### src/rtl/dl_router.sv
// dl_router: demultiplexes the HPS ioctl download stream into NUM_REGIONS word-wide write ports
// and holds the core in reset while a boot image loads. Optional byte checksum: DL_ROUTER_CHECKSUM_EN.
module dl_router #(
  parameter int NUM_REGIONS = 4,
  parameter int DATA_W      = 8,
  parameter int ADDR_W      = 17,
  parameter int RESET_HOLD  = 16,
  parameter logic [NUM_REGIONS-1:0] BOOT_MASK = 'b0011
) (
  input  logic                   clk_sys,
  input  logic                   reset,
  input  logic                   dn_download,
  input  logic                   dn_wr,
  input  logic [24:0]            dn_addr,
  input  logic [7:0]             dn_data,
  input  logic [7:0]             dn_index,
  output logic [NUM_REGIONS-1:0] wr_en,
  output logic [ADDR_W-1:0]      wr_addr,
  output logic [DATA_W-1:0]      wr_data,
  output logic                   core_reset,
  output logic                   busy,
  output logic [NUM_REGIONS-1:0] done,
  output logic                   overflow,
  output logic [15:0]            checksum
);

  localparam int BYTES = DATA_W / 8;
  localparam int LB    = $clog2(BYTES);
  localparam int LW    = (LB == 0) ? 1 : LB;
  localparam int HW    = (RESET_HOLD > 1) ? $clog2(RESET_HOLD) : 1;
  localparam logic [HW-1:0] HOLD_LAST = HW'(RESET_HOLD - 1);
  localparam logic [8:0]    NR        = 9'(NUM_REGIONS);

  typedef enum logic [1:0] {IDLE, LOAD, FLUSH, HOLD} state_t;

  state_t                 state;
  logic                   dl_q;
  logic [7:0]             idx;
  logic [DATA_W-1:0]      lane_buf;
  logic                   pending;
  logic [ADDR_W-1:0]      last_addr;
  logic [HW-1:0]          hold_cnt;

  logic                   dl_rise;
  logic                   start;
  logic                   idx_valid;
  logic [NUM_REGIONS-1:0] region_hot;
  logic                   is_boot;
  logic [LW-1:0]          lane;
  logic                   lane_last;
  logic [ADDR_W-1:0]      word_addr;
  logic                   addr_oob;
  logic                   accept;
  logic [DATA_W-1:0]      merged;
  logic                   pend_next;
  logic [DATA_W-1:0]      flush_word;
  logic [ADDR_W-1:0]      flush_addr;

  assign dl_rise    = dn_download & ~dl_q;
  assign start      = dl_rise & (state != LOAD);
  assign idx_valid  = {1'b0, idx} < NR;
  assign region_hot = idx_valid ? (NUM_REGIONS'(1) << idx) : '0;
  assign is_boot    = |(BOOT_MASK & region_hot);

  assign lane       = (LB == 0) ? '0 : dn_addr[LW-1:0];
  assign lane_last  = (lane == LW'(BYTES - 1));
  assign word_addr  = dn_addr[ADDR_W+LB-1:LB];
  assign addr_oob   = (dn_addr >> (ADDR_W + LB)) != 25'd0;
  assign accept     = (state == LOAD) & dn_wr & idx_valid & ~addr_oob;

  always_comb begin
    merged = lane_buf;
    merged[int'(lane)*8 +: 8] = dn_data;
  end

  // A byte arriving together with the falling download edge is merged before the flush decision.
  assign pend_next  = accept ? ~lane_last : pending;
  assign flush_word = (accept & ~lane_last) ? merged : lane_buf;
  assign flush_addr = accept ? word_addr : last_addr;

  assign busy       = (state != IDLE);
  assign core_reset = reset | (busy & is_boot);

  always_ff @(posedge clk_sys) begin
    if (reset) begin
      state     <= IDLE;
      dl_q      <= 1'b0;
      idx       <= '0;
      lane_buf  <= '0;
      pending   <= 1'b0;
      last_addr <= '0;
      hold_cnt  <= '0;
      wr_en     <= '0;
      wr_addr   <= '0;
      wr_data   <= '0;
      done      <= '0;
      overflow  <= 1'b0;
    end else begin
      dl_q  <= dn_download;
      wr_en <= '0;
      done  <= '0;

      case (state)
        IDLE: ;

        LOAD: begin
          if (dn_wr) begin
            if (addr_oob) overflow <= 1'b1;
            if (accept) begin
              last_addr <= word_addr;
              if (lane_last) begin
                wr_en    <= region_hot;
                wr_addr  <= word_addr;
                wr_data  <= merged;
                lane_buf <= '0;
                pending  <= 1'b0;
              end else begin
                lane_buf <= merged;
                pending  <= 1'b1;
              end
            end
          end
          if (!dn_download) begin
            if (pend_next) begin
              state    <= FLUSH;
              wr_en    <= region_hot;
              wr_addr  <= flush_addr;
              wr_data  <= flush_word;
              lane_buf <= '0;
              pending  <= 1'b0;
            end else begin
              state    <= HOLD;
            end
            hold_cnt <= '0;
          end
        end

        FLUSH: begin
          if (start) begin
            done <= region_hot;
          end else begin
            state    <= HOLD;
            hold_cnt <= '0;
          end
        end

        HOLD: begin
          if (start) begin
            done <= region_hot;
          end else if (hold_cnt == HOLD_LAST) begin
            done  <= region_hot;
            state <= IDLE;
          end else begin
            hold_cnt <= hold_cnt + 1'b1;
          end
        end

        default: state <= IDLE;
      endcase

      // A new download abandons whatever tail is in progress and re-latches the index.
      if (start) begin
        state    <= LOAD;
        idx      <= dn_index;
        overflow <= ({1'b0, dn_index} >= NR);
        lane_buf <= '0;
        pending  <= 1'b0;
      end
    end
  end

`ifdef DL_ROUTER_CHECKSUM_EN
  logic [15:0] sum_q;

  always_ff @(posedge clk_sys) begin
    if (reset || start) begin
      sum_q <= '0;
    end else if (accept) begin
      sum_q <= sum_q + {8'h00, dn_data};
    end
  end

  assign checksum = sum_q;
`else
  assign checksum = '0;
`endif

endmodule

### config.mk
export PLATFORM = sky130hd
export DESIGN_NAME = dl_router
export DESIGN_NICKNAME = d
export VERILOG_FILES = /design/src/rtl/dl_router.sv
export SDC_FILE = /design/constraint.sdc
export NUM_CORES = 1
export LEC_CHECK = 0
export ABC_AREA = 1
export BUFFER_PORTS_ARGS = -buffer_cell sky130_fd_sc_hd__buf_4
export CORE_ASPECT_RATIO = 1.4
export CORE_MARGIN = 2
export CORE_UTILIZATION = 55
export DETAILED_ROUTE_END_ITERATION = 10
export GPL_ROUTABILITY_DRIVEN = 0
export GPL_TIMING_DRIVEN = 0
export MAX_ROUTING_LAYER = met4
export PLACE_DENSITY = 0.93
export SLEW_MARGIN = 5
export SYNTH_ARGS = -nofsm -noshare
export SYNTH_HDL_FRONTEND = slang
export SYNTH_SLANG_ARGS = --single-unit
### constraint.sdc
create_clock -name clk_sys -period 3.3 [get_ports clk_sys]
set_clock_uncertainty 0.2 [all_clocks]
set_input_delay 0.495 -clock clk_sys [delete_from_list [all_inputs] [get_ports clk_sys]]
set_output_delay 0.495 -clock clk_sys [all_outputs]
set_load 0.02 [all_outputs]
After elaboration in Yosys (flattened, before gate mapping):

Index checks and enable logic that the tools add are counted.

* output and inout bits: 52
* register bits after elaboration: 75
* word-level logic and storage cells: 94
* bits of input ports: 45

* shift-type cells: 1
* bitwise gates (word level): 10
* mux-type cells: 40
* reduce and logical (&&, ||, !) cells: 15
* equal/unequal tests: 12
* magnitude comparators: 2
* add/sub/neg operators: 1

Operators with widths (count)
* $mux W17: 5
* $mux W8: 8
* $mux W4: 12
* $reduce_bool A25 Y1: 1
* $pmux W4 S3: 1
* $mux W1: 10
* $ne A2 B2 Y1 const B: 5
* $reduce_and A3 Y1: 3
* $ge A8 B3 Y1 const B: 1
* $lt A8 B3 Y1 const B: 1
* $pmux W4 S2: 1
* $reduce_bool A2 Y1: 4
* $shl A1 B8 Y4 const A: 1
* $and A1 B1 Y1: 6
* $ne A3 B3 Y1 const B: 2
* $pmux W2 S3: 1
* $reduce_or A2 Y1: 3
* $reduce_and A5 Y1: 1
* $add A4 B1 Y4 const B: 1
* $eq A2 B2 Y1 const B: 2
* $eq A4 B4 Y1 const B: 1
* $mux W2: 2
* $reduce_bool A4 Y1: 1
* $not A1 Y1: 3
* other kinds (5): 5

Longest topological paths before layout:

* word-level depth: 9
* mapped depth: 12
* mapped depth without buffers: 11

Least setup slack after synthesis:

No wires, ideal clock.

* path type: input -> output
* start point: in reset
* end point: out core_reset
* required time: 2.605 ns
* stages on the path: 4
* data arrival time: 1.244 ns
* buffers on the path: 2
* slack: 1.361 ns
* cell sequence: clkbuf_1 inv_1 buf_2 o21ai_0

* longest elaborated chain between the ends: 1

Ends and longest elaborated chain
* start, declared: line 11 `input logic reset,`
* $or A1 B1 Y1: line 82 `assign core_reset = reset | (busy & is_boot);`
* end, declared: line 20 `output logic core_reset,`

Every way passes these cells.

Worst setup path in the final report:

Same ends and word-level chain as after synthesis.

==> impl_metrics.yaml <==
final_layout:
  area_delta_synth_final_pct: 28.1
  drive_gt1_frac: 0.238
  final_cell_mix: "106 x nand2_1, 99 x buf_4, 75 x dfxtp_1, 60 x nor2_1"
  final_common_cell: "nand2_1"
  final_nets: 612
  n_fill_cell: 462
  antenna_cells: 0
  ff_latch_area_um2: 1500
  instances_no_fill: 641
  multiInputGateArea_um2: 1470
  utilization: 0.725
critical_path:
  worst-setup-path-type: "in -> out"
  cpPeakStageDelay_ns: 0.31
  path_cells: "clkbuf_1 -> inv_1 -> buf_2 -> o21ai_0 -> buf_4"
  crit_path_end_kind: "output port"
  cpMaxStageDelayCell: "clkbuf_1"
  start_kind: "input pin"
  cp.required_ns: 2.60
  cp.arrival_ns: 1.52
  regToRegSetupSlack_ns: 1.33
  crit_fanout: 10
grt:
  grt_usage: 0.257
  grt_max_degree: 14
  grt-ovfl-total: 0
  grt_pass1_wl_um: 13300
  first_global_vias: 3186
  antenna_found_initial: 0
outcome:
  run_status: "finished clean"
drt:
  first_iter_violations: 212
  viasPerCell: 5.24
  drc: 0
  drt-total-wl_um: 8260
  first_pass_iters: 5
  dr_total_vias: 3357
  ant_nets: 0
  wire_per_inst_um: 12.9
timing:
  fin_crit_ns: 2.21
  finalSetupTns_ns: 0
  fin_worst_hold_slack_ns: 0.169
  hold_violations: 0
  setup_viol: 0
  fin_crit_sh: 0.670
  setup_ws_ns: 1.09
  worstMarginPinSlew_ns: 0.517
  final-max-slew-violation-count: 0
  fmax_mhz: 452
  rsz0062_at_grt: "no"
  slew_headroom: 0.655
power:
  clockPowerShare: 0.381
  switchingPower_uw: 481
  seq_power_share: 0.508
  powerDensity_nw_per_um2: 431
  combPwrFrac: 0.111
  p_int_mw: 1.35
  p_leak_nw: 2.05
  swShare: 0.263
  irDropWorstVdd_mv: 0.266
clock_tree:
  cts_sinks: 75
  cts_hold_buffers: 0
  cts_tree: "yes"
  clk_pin_slew_ns: 0.07
  cts_setup_buffers: 0
  cts_resized: 0
  ctsRootBufferMaster: "clkbuf_8"
  cts_max_level: 3
  clock_latency_ns: 0.36
  numCtsBuffers: 9
  ctsLongestPathBuffers: 2
logic_synthesis:
  ys_seq_area_frac: 0.452
  synth.area.top_cells: "dfxtp_1 45%, nand2_1 12%, nor2_1 6.8%"
  yosysTopAreaCell: "dfxtp_1"
  yosys.area.top_type_share: 0.452
  syn-mean-instance-area_um2: 7.20
  ys_types: 32
  syn_area_um2: 3320
  netlist_instances: 461
  synth_seq_cells: 75
  ys_warn_count: 0
floorplanning:
  coreArea_um2: 5860
  dieArea_um2: 6680
  die_h_um: 95.9
  fp.dieW_um: 69.6
  initial_core_util: 0.566
  rows: 33
  ioPinCount: 97
hold_path:
  holdCritPathClass: "in -> reg"
flow_run:
  drv_cap: 0
place:
  io_buffer_count: 79
  dpl.cell_count: 625
  place_hpwl_um: 6040
  pre_cts_ws_ns: 1.09
through the flow:
stage | total power, mW | area, µm²
5_1_grt | 1.89 | 4250
2_1_floorplan | 1.07 | 3370
3_5_place_dp | 1.15 | 4060
3_3_place_gp | 1.15 | 4060
6_report | 1.83 | 4250
4_1_cts | 1.83 | 4250
critical path: cells and delay by family:
family	cells	cell delay, ns
AOI/OAI and AO/OA	1	0.10
buffers and inverters	4	0.91
flip-flops by register name, indices dropped and copies added, names as in the netlist:
register and flops:
dl_q 1, last_addr 17, overflow 1, done 4, state 2, idx 8
pending 1, flush_word 8, wr_data 8, hold_cnt 4, wr_en 4, wr_addr 17
cells in the mapped netlist (all sizes together):
library cell  count
o311a             1
dfxtp            75
conb              1
nand3b            1
buf              31
a211oi            1
nand4            16
inv              42
o21ai            17
nand3            38
clkbuf            7
nor2             64
and2              1
ha                1
a21oi            38
nor3b             1
nor3             13
nand2           110
or2               1
o31ai             1
a21o              1
metal layers:
layer / routed length [µm] / vias up / global-route usage
met5: 0 / - / -
met4: 232 / 0 / 0.136
met3: 593 / 23 / 0.0586
met2: 4350 / 158 / 0.469
met1: 3090 / 1512 / 0.258
li1: - / 1664 / -
cell type report:
class	count	share of cell area
inverters	42	0.0377
repair buffers	79	0.140
clock buffers	10	0.0300
well taps	70	0.0206
multi-input cells	321	0.345
flip-flops and latches	75	0.353
plain buffers	38	0.0583
clock inverters	6	0.0156
power groups by stage:
stage | clock network [mW] | registers (mW) | logic [mW]
6_report | 0.697 | 0.930 | 0.204
5_1_grt | 0.739 | 0.931 | 0.223
4_1_cts | 0.700 | 0.929 | 0.202
3_5_place_dp | 0 | 0.950 | 0.201
3_3_place_gp | 0 | 0.949 | 0.197
2_1_floorplan | 0 | 0.949 | 0.124
final timing paths:
kind	startpoint	depth (start not counted)	end
worst max-delay path	reset	5	core_reset
worst min-delay path	dn_index[1]	3	idx[1]
worst max register to register	state[0]	9	wr_addr[14]
worst min register to register	flush_word[7]	2	flush_word[7]
cells by family after synthesis:
family	synth area share
flops	0.452
other cells	0.00113
fa+ha+maj	0.00377
buf+inv	0.123
compound gates	0.0928
simple gates	0.327
(Power assumes the default switching activity.)
